## src/rtl/bounce_generator_pkg.sv

```systemverilog
// Shared types and LFSR helpers for the mechanical-switch bounce emulator.
package bounce_pkg;

  typedef enum logic [1:0] {
    IDLE   = 2'd0,
    GAP    = 2'd1,
    SETTLE = 2'd2,
    DONE   = 2'd3
  } bounce_state_t;

  localparam logic [15:0] LFSR_TAPS = 16'hB400;

  // One step of the 16-bit Galois LFSR; a non-zero state never maps to zero.
  function automatic logic [15:0] lfsr_next(input logic [15:0] value);
    return (value >> 1) ^ (value[0] ? LFSR_TAPS : 16'h0000);
  endfunction

endpackage

```

## src/rtl/bounce_generator_lfsr16.sv

```systemverilog
// Free-running 16-bit Galois LFSR used as the pseudo-random source for glitch timing.
module lfsr16
  import bounce_pkg::*;
#(
  parameter logic [15:0] SEED = 16'hACE1
) (
  input  logic        i_clk,
  input  logic        i_rst,
  output logic [15:0] o_value
);

  logic [15:0] lfsr_q;

  always_ff @(posedge i_clk) begin
    if (i_rst) begin
      lfsr_q <= SEED;
    end else begin
      lfsr_q <= lfsr_next(lfsr_q);
    end
  end

  assign o_value = lfsr_q;

endmodule

```

## src/rtl/bounce_generator.sv

```systemverilog
// Switch emulator: drives a requested level, adds an even number of random glitch
// toggles, holds the level quietly for SETTLE_CYCLES and then pulses o_done.
module bounce_generator
  import bounce_pkg::*;
#(
  parameter logic        INIT_LEVEL    = 1'b0,
  parameter int          BOUNCE_EN     = 1,
  parameter int          PAIRS_W       = 2,
  parameter int          GAP_W         = 4,
  parameter int          SETTLE_CYCLES = 64,
  parameter logic [15:0] LFSR_SEED     = 16'hACE1
) (
  input  logic i_clk,
  input  logic i_rst,
  input  logic i_req,
  input  logic i_level,
  output logic o_ready,
  output logic o_busy,
  output logic o_done,
  output logic o_bouncy
);

  localparam int GAP_CW = GAP_W + 1;
  localparam int TOG_W  = PAIRS_W + 1;
  localparam int SET_W  = $clog2(SETTLE_CYCLES + 1);

  if (LFSR_SEED == 16'h0000) begin : g_bad_seed
    $error("bounce_generator: LFSR_SEED must be non-zero");
  end
  if (SETTLE_CYCLES < 1) begin : g_bad_settle
    $error("bounce_generator: SETTLE_CYCLES must be at least 1");
  end

  bounce_state_t      state_q, state_d;
  logic               bouncy_q, bouncy_d;
  logic [GAP_CW-1:0]  gap_q, gap_d;
  logic [TOG_W-1:0]   tog_q, tog_d;
  logic [SET_W-1:0]   settle_q, settle_d;
  logic [15:0]        lfsr_val;
  logic               lfsr_unused;

  logic [PAIRS_W-1:0] pairs;
  logic [GAP_CW-1:0]  gap_load;
  logic [SET_W-1:0]   settle_load;

  lfsr16 #(
    .SEED(LFSR_SEED)
  ) u_lfsr (
    .i_clk  (i_clk),
    .i_rst  (i_rst),
    .o_value(lfsr_val)
  );

  // Only the low bits feed decisions; the rest of the state just keeps the sequence long.
  assign lfsr_unused = ^lfsr_val;

  assign pairs       = lfsr_val[PAIRS_W-1:0];
  assign gap_load    = GAP_CW'(lfsr_val[GAP_W-1:0]) + GAP_CW'(1);
  assign settle_load = SET_W'(SETTLE_CYCLES);

  always_comb begin
    state_d  = state_q;
    bouncy_d = bouncy_q;
    gap_d    = gap_q;
    tog_d    = tog_q;
    settle_d = settle_q;
    case (state_q)
      IDLE: begin
        if (i_req) begin
          bouncy_d = i_level;
          settle_d = settle_load;
          tog_d    = '0;
          state_d  = SETTLE;
          // A level change is the only case that earns glitch pairs.
          if ((i_level != bouncy_q) && (BOUNCE_EN != 0) && (pairs != '0)) begin
            tog_d   = {pairs, 1'b0};
            gap_d   = gap_load;
            state_d = GAP;
          end
        end
      end
      GAP: begin
        if (gap_q == GAP_CW'(1)) begin
          bouncy_d = ~bouncy_q;
          tog_d    = tog_q - TOG_W'(1);
          if (tog_q == TOG_W'(1)) begin
            settle_d = settle_load;
            state_d  = SETTLE;
          end else begin
            gap_d = gap_load;
          end
        end else begin
          gap_d = gap_q - GAP_CW'(1);
        end
      end
      SETTLE: begin
        if (settle_q == SET_W'(1)) begin
          state_d = DONE;
        end else begin
          settle_d = settle_q - SET_W'(1);
        end
      end
      DONE: begin
        state_d = IDLE;
      end
      default: begin
        state_d = IDLE;
      end
    endcase
  end

  always_ff @(posedge i_clk) begin
    if (i_rst) begin
      state_q  <= IDLE;
      bouncy_q <= INIT_LEVEL;
    end else begin
      state_q  <= state_d;
      bouncy_q <= bouncy_d;
    end
  end

  // Counters are only meaningful once the FSM has loaded them.
  always_ff @(posedge i_clk) begin
    gap_q    <= gap_d;
    tog_q    <= tog_d;
    settle_q <= settle_d;
  end

  assign o_ready  = (state_q == IDLE);
  assign o_busy   = (state_q == GAP) || (state_q == SETTLE);
  assign o_done   = (state_q == DONE);
  assign o_bouncy = bouncy_q;

endmodule

```

## config.mk

```make
export PLATFORM = sky130hd
export DESIGN_NAME = bounce_generator
export DESIGN_NICKNAME = d
export VERILOG_FILES = /design/src/rtl/bounce_generator_pkg.sv /design/src/rtl/bounce_generator_lfsr16.sv /design/src/rtl/bounce_generator.sv
export SDC_FILE = /design/constraint.sdc
export NUM_CORES = 1
export LEC_CHECK = 0
export ABC_AREA = 1
export BUFFER_PORTS_ARGS = -buffer_cell sky130_fd_sc_hd__buf_2
export CORE_MARGIN = 4
export CORE_UTILIZATION = 50
export CTS_CLUSTER_DIAMETER = 30
export CTS_CLUSTER_SIZE = 40
export DETAILED_ROUTE_END_ITERATION = 10
export GPL_TIMING_DRIVEN = 0
export MAX_ROUTING_LAYER = met4
export PLACE_DENSITY = 0.7
export SLEW_MARGIN = 20
export SYNTH_ARGS = -nofsm -noshare
export SYNTH_HDL_FRONTEND = slang
export SYNTH_HIERARCHICAL = 1
export SYNTH_SLANG_ARGS = --single-unit
```

## constraint.sdc

```tcl
create_clock -name i_clk -period 1.8 [get_ports i_clk]
set_clock_uncertainty 0.15 [all_clocks]
set_input_delay 0.36 -clock i_clk [delete_from_list [all_inputs] [get_ports i_clk]]
set_output_delay 0.36 -clock i_clk [all_outputs]
set_load 0.05 [all_outputs]
```

# == Yosys cells after proc, flatten, opt, wreduce, memory -nomap -nowiden ==
# Index checks and enable logic that the tools add are counted.
# classes
add_sub_neg,4
mul,0
n_div,0
magnitude_cmp,0
n_eq_ne,14
n_shift,0
muxes,24
bitwise_logic,2
reduce_logical,10
# op_table
operator,n
$mux 7,4
$pmux 7 s3,1
$mux 5,4
$mux 16,1
$xor 15x16->16,1
$mux 2,5
$ne 2x2->1 const B,5
$pmux 5 s2,1
$mux 3,3
$pmux 2 s4,1
$reduce_and 4->1,2
$eq 7x1->1 const B,1
$sub 7x1->7 const B,1
$pmux 3 s2,1
$add 4x1->5 const B,1
$eq 5x1->1 const B,1
$reduce_and 5->1,1
$sub 5x1->5 const B,1
$eq 2x2->1 const B,2
$reduce_bool 2->1,2
$eq 3x1->1 const B,1
$ne 3x3->1 const B,1
$reduce_and 3->1,1
$reduce_bool 3->1,1
10 further kinds,11
# word_totals
register_bits,34
latch_bits,0
ramBits,0
romBits,0
input_bits,4
out_inout_bits,4
word_cells,60
memories,0

# == Longest topological paths before layout ==
# depth
word_depth,5
mapped_depth,10
mapped_depth_nobuf,10

# == Cells and area by module ==
# The synthesis kept the hierarchy.
# modules_own_cells
module,n_inst,cells_per_inst,area_per_inst_um2,seq_area_each_um2
bounce_generator,1,144,1207.4,510.5
lfsr16,1,51,474.2,320.3

# == Least setup slack after synthesis ==
# OpenSTA, ideal clock, no wires.
# synth_timing
path_kind,register to register
start,register state_q[0]
end,"register gap_q[0], enable pin"
setup_time_ns,0.340
arrival_time_ns,1.474
required_ns,1.310
slack_ns,-0.163
stages_incl_launch_ff,7
path_buffers,0
synth_period_minus_slack_ns,1.963
cell_sequence,dfxtp_1 inv_1 ha_1 nor2_1 nor2_1 o21ai_0 nor2_1
# synth_via
elab_chain_cells,3
elab_cells_between_ends,7
cone_classes,eq/ne (4); reduce/logical (3)
# synth_lines
element,line,rtl
"start, declared",bounce_generator.sv:34,"bounce_state_t state_q, state_d;"
"start signal, assigned",bounce_generator.sv:117,state_q <= state_d;
$logic_not 2->1 (*),n/a,
net o_ready,bounce_generator.sv:17,"output logic o_ready,"
$ne 2x1->1 (no source line) (tied with other cells),n/a,
$reduce_and 4->1 (no source line) (*),n/a,
"end signal, assigned",bounce_generator.sv:124,gap_q <= gap_d;
"end, declared",bounce_generator.sv:36,"logic [GAP_CW-1:0] gap_q, gap_d;"
# Mark *: on every way through the listed nets, which the timed path passes. The rest lies on a longest branch.
# A chain may end at the register's enable or synchronous reset.

# == Final worst setup path ==
# layout_timing
start,register state_q[0]
end,output port o_busy
# layout_via
elab_chain_cells,2
elab_cells_between_ends,3
cone_classes,eq/ne (2); reduce/logical (1)
# layout_lines
element,line,rtl
$eq 2x1->1 or $eq 2x2->1 (tied branches),bounce_generator.sv:130,assign o_busy = (state_q == GAP) || (state_q == SETTLE);
$logic_or 1x1->1 (*),bounce_generator.sv:130,
"end, declared",bounce_generator.sv:18,"output logic o_busy,"
# Every way passes the cells marked *; elsewhere a longest branch is shown, timed or not.

==> metrics.log <==
[metrics] CP max FO: 4
[metrics] DR DRC count: 0
[metrics] number of iterations in the first detailed-routing pass: 4
[metrics] starting density of the core: a little over half
[metrics] run status: completed
[metrics] H-tree depth: 2
[metrics] die outline width: ~66 um
[metrics] total placed cells including tap cells: around 250
[metrics] timing-limited maximum frequency: roughly 560 MHz
[metrics] share of total power in combinational logic: 47.6%
[metrics] register-to-register setup slack: roughly 90 ps
[metrics] proportion of layout cells with a drive suffix above 1: a little under a fifth
[metrics] switching power as a share of total power: approximately 42%
[metrics] maximum number of pins on one net before global-route repair: 13
[metrics] type of the tightest min-delay check: primary input to flop
[metrics] net switching component of the power: 1.45 mW
[metrics] max-cap check violation count: 0
[metrics] port bufs: 7
[metrics] Final Critical Period: ~1800 ps
[metrics] Avg Synthesized Cell Area: between 8 and 9 um^2
[metrics] # rows: 20
[metrics] Worst Max-Slew Pin Slew: 362 ps
[metrics] number of instances in the synthesized netlist: 195
[metrics] number of buffers created by CTS: 5
[metrics] Worst VDD drop: roughly 1.5 mV
[metrics] count of cells along the worst register-to-register path: 7
[metrics] YS warnings: 6
[metrics] drt wl/cell: roughly 11 um
[metrics] netlist area before placement: 1680 um^2
[metrics] vias in the first global route: between 1000 and 1500
[metrics] Startpoint Class: flop
[metrics] Total GRT Usage: about 16%
[metrics] DIE HEIGHT: approximately 66 um
[metrics] destination of the worst register-to-register timing path: settle_q[4]$_SDFFCE_PN0P_
[metrics] Layout area overhead: 15.6%
[metrics] Sink Count: 34
[metrics] HPWL Detailed: approximately 2.1 mm
[metrics] P_leak: 0.899 nW
[metrics] number of buffers on the longest clock path: 2
[metrics] relative max-transition margin: 75.7%
[metrics] routed via count: 1216
[metrics] last weighted congestion value of the routability-driven placer: between 0.8 and 0.9
[metrics] register cell area after layout: around 840 um^2
[metrics] clock network power share: 14.8%
[metrics] slack of the critical path: 15.0 ps
[metrics] Worst Setup Slack post-DPL: -186 ps
[metrics] Routed WL: 2.88 mm
[metrics] internal power: ~2 mW
[metrics] final setup violation count: 0
[metrics] Min-Delay Path Depth: 2
[metrics] Ant. Diodes: 0
[metrics] vias per inst: 4.71
[metrics] start-to-end type of the worst setup path: flop to primary output
[metrics] clock-pin slew reported for the worst setup and hold paths after clock tree synthesis: about 110 ps
[metrics] share of the clock period used by the worst path after layout: roughly 99%
[metrics] Core Area: between 3000 and 4000 um^2
[metrics] clock latency at the later pin of the worst-skew pair: roughly 340 ps
[metrics] # hold bufs at CTS: 0
[metrics] count of endpoints failing hold in the final timing report: 0
[metrics] unrepaired setup endpoints after global routing: true
[metrics] area used by multi-input combinational logic: 734 um^2
[metrics] part of the power in registers: ~38%
[metrics] CP max stage delay: between 300 and 400 ps
[metrics] number of distinct library cell variants in the gate-level netlist after synthesis: 22
[metrics] startpoint of the worst register-to-register path: settle_q[0]$_SDFFCE_PN0P_
[metrics] number of nets in the layout: 230
[metrics] Hold Path Sink: u_lfsr/o_value[5]$_SDFF_PP1_
[metrics] Min Hold Slack: ~130 ps
[metrics] cell with the largest stage delay on the worst path: dfxtp_4
[metrics] final non-filler cell total: ~260
[metrics] Filler Cells Inserted: roughly 280
[metrics] Critical Path, Cell by Cell: clkinvlp_4, ha_4, buf_8
[metrics] fraction of the yosys area taken by sequential cells: 49.4%
[metrics] Seq cells post-synth: 34
[metrics] net count after synthesis: roughly 210
[metrics] total power divided by cell area: 1770 nW/um^2
[metrics] area of the die: roughly 4400 um^2
[metrics] Final Slew Violations: 0
[metrics] crit path DAT: 1270 ps
[metrics] first-pass GRT wire length: slightly above 5 mm
[metrics] initial antenna violation count: 0
[metrics] initial DRC count: 50
[metrics] Worst Hold Launch: i_rst
[metrics] Clock Tree Root: clkbuf_4
[metrics] worst endpoint required time: about 1300 ps
[metrics] nature of the critical path endpoint: primary output
[metrics] CTS tree: yes
[metrics] GRT overflow: 0
[metrics] DRT antenna net count: 0
[metrics] ports placed on the boundary: 8
-- worst max-delay path by stage --
stage	startpoint	endpoint	slack, ps	cells past startpoint
after floorplan	o_bouncy$_SDFFE_PP0P_	gap_q[0]$_DFFE_PP_	7	6
after global placement	u_lfsr/o_value[0]$_SDFF_PP1_	gap_q[4]$_DFFE_PP_	-180	6
after detailed placement	u_lfsr/o_value[0]$_SDFF_PP1_	gap_q[4]$_DFFE_PP_	-190	6
after CTS	u_lfsr/o_value[0]$_SDFF_PP1_	gap_q[0]$_DFFE_PP_	10	6
after global routing	state_q[0]$_SDFFE_PP0P_	o_busy	-60	3
final	state_q[0]$_SDFFE_PP0P_	o_busy	20	3
-- layer usage --
metal / wire (um) / track usage [%] / up-vias
met5: 0 / - / -
met4: 80 / 10.4 / 0
met3: 79 / 3.74 / 7
met2: 1480 / 27.5 / 17
met1: 1240 / 17.0 / 548
li1: - / - / 644
-- flip-flops by register name, summed over array words and instances, names as in the netlist --
signal and count:
gap_q 5, o_bouncy 1, settle_q 7, state_q 2
tog_q 3, u_lfsr/o_value 16
-- logic make-up after synthesis --
| group | after synthesis | synth area share, % |
|---|---|---|
| fa+ha+maj | 13 | 9.67 |
| mux | 1 | 0.595 |
| buf+inv | 38 | 9.37 |
| flops | 34 | 49.4 |
| compound gates | 17 | 5.21 |
| xor+xnor | 6 | 3.12 |
| simple gates | 86 | 22.6 |
-- power groups by stage --
| stage | Sequential, mW | Combinational [mW] | Clock, mW |
|---|---|---|---|
| 5_1_grt | 1.33 | 1.86 | 0.579 |
| 3_5_place_dp | 1.31 | 1.41 | 0 |
| 4_1_cts | 1.29 | 1.49 | 0.533 |
| 3_3_place_gp | 1.29 | 1.35 | 0 |
| 2_1_floorplan | 1.30 | 1.16 | 0 |
| 6_report | 1.30 | 1.64 | 0.511 |
-- area by class of cell --
type,instances,area share (%)
clock buffer,6,3.22
clock inverter,2,0.644
tap,44,2.83
buffer,2,1.16
multi-input combinational,123,37.8
timing repair buffer,11,3.99
inverter,36,7.14
sequential,34,43.2
-- synthesized netlist by cell type, drive strengths merged --
| cell type | count | area [um^2] |
|---|---|---|
| a21oi | 5 | 25.0 |
| and3 | 1 | 6.26 |
| buf | 2 | 22.5 |
| dfxtp | 19 | 380 |
| edfxtp | 15 | 450 |
| ha | 13 | 163 |
| inv | 36 | 135 |
| mux2i | 1 | 10.0 |
| nand2 | 33 | 126 |
| nand3 | 10 | 60.1 |
| nand3b | 1 | 7.51 |
| nor2 | 31 | 121 |
| nor3 | 3 | 15.0 |
| o21ai | 11 | 55.1 |
| o31ai | 1 | 7.51 |
| or2 | 7 | 43.8 |
| xnor2 | 4 | 35.0 |
| xor2 | 2 | 17.5 |
-- placed cells by master (no fill, tap or decap), types with 2 or more instances in the layout --
cell type / instances
dfxtp_1: 15
inv_4: 2
xnor2_1: 4
buf_4: 5
nor2_2: 2
ha_1: 11
a21oi_1: 4
nand3_1: 8
buf_2: 5
nand2_1: 32
or2_2: 2
clkbuf_4: 5
o21ai_0: 10
nand3_2: 2
or2_1: 5
ha_4: 2
xor2_1: 2
nor3_1: 3
edfxtp_1: 15
dfxtp_2: 2
dfxtp_4: 2
inv_1: 34
buf_6: 2
nor2_1: 28
-- per-stage QoR --
stage	cell area [um^2]	total power [mW]	setup TNS (ps)	util (%)
after detailed placement	1780	2.72	-1410	57.0
final	1940	3.45	0	62.2
after global routing	1940	3.77	-160	62.2
after floorplan	1690	2.46	0	-
after CTS	1880	3.32	0	60.0
after global placement	1780	2.64	-1040	57.0
-- critical path: cells and delay by family, from the launching register on --
| kind | cells | cell delay, ps |
|---|---|---|
| flip-flops | 1 | 370 |
| adder cells (fa/ha/maj) | 1 | 300 |
| buffers and inverters | 2 | 260 |
-- timing repair --
| item | CTS | global route |
|---|---|---|
| pin swaps | 0 | 2 |
| endpoints found under the setup margin | 14 | 14 |
| resized for setup | 9 | 11 |
| buffers inserted | 0 | 4 |
(Power assumes the default switching activity.)
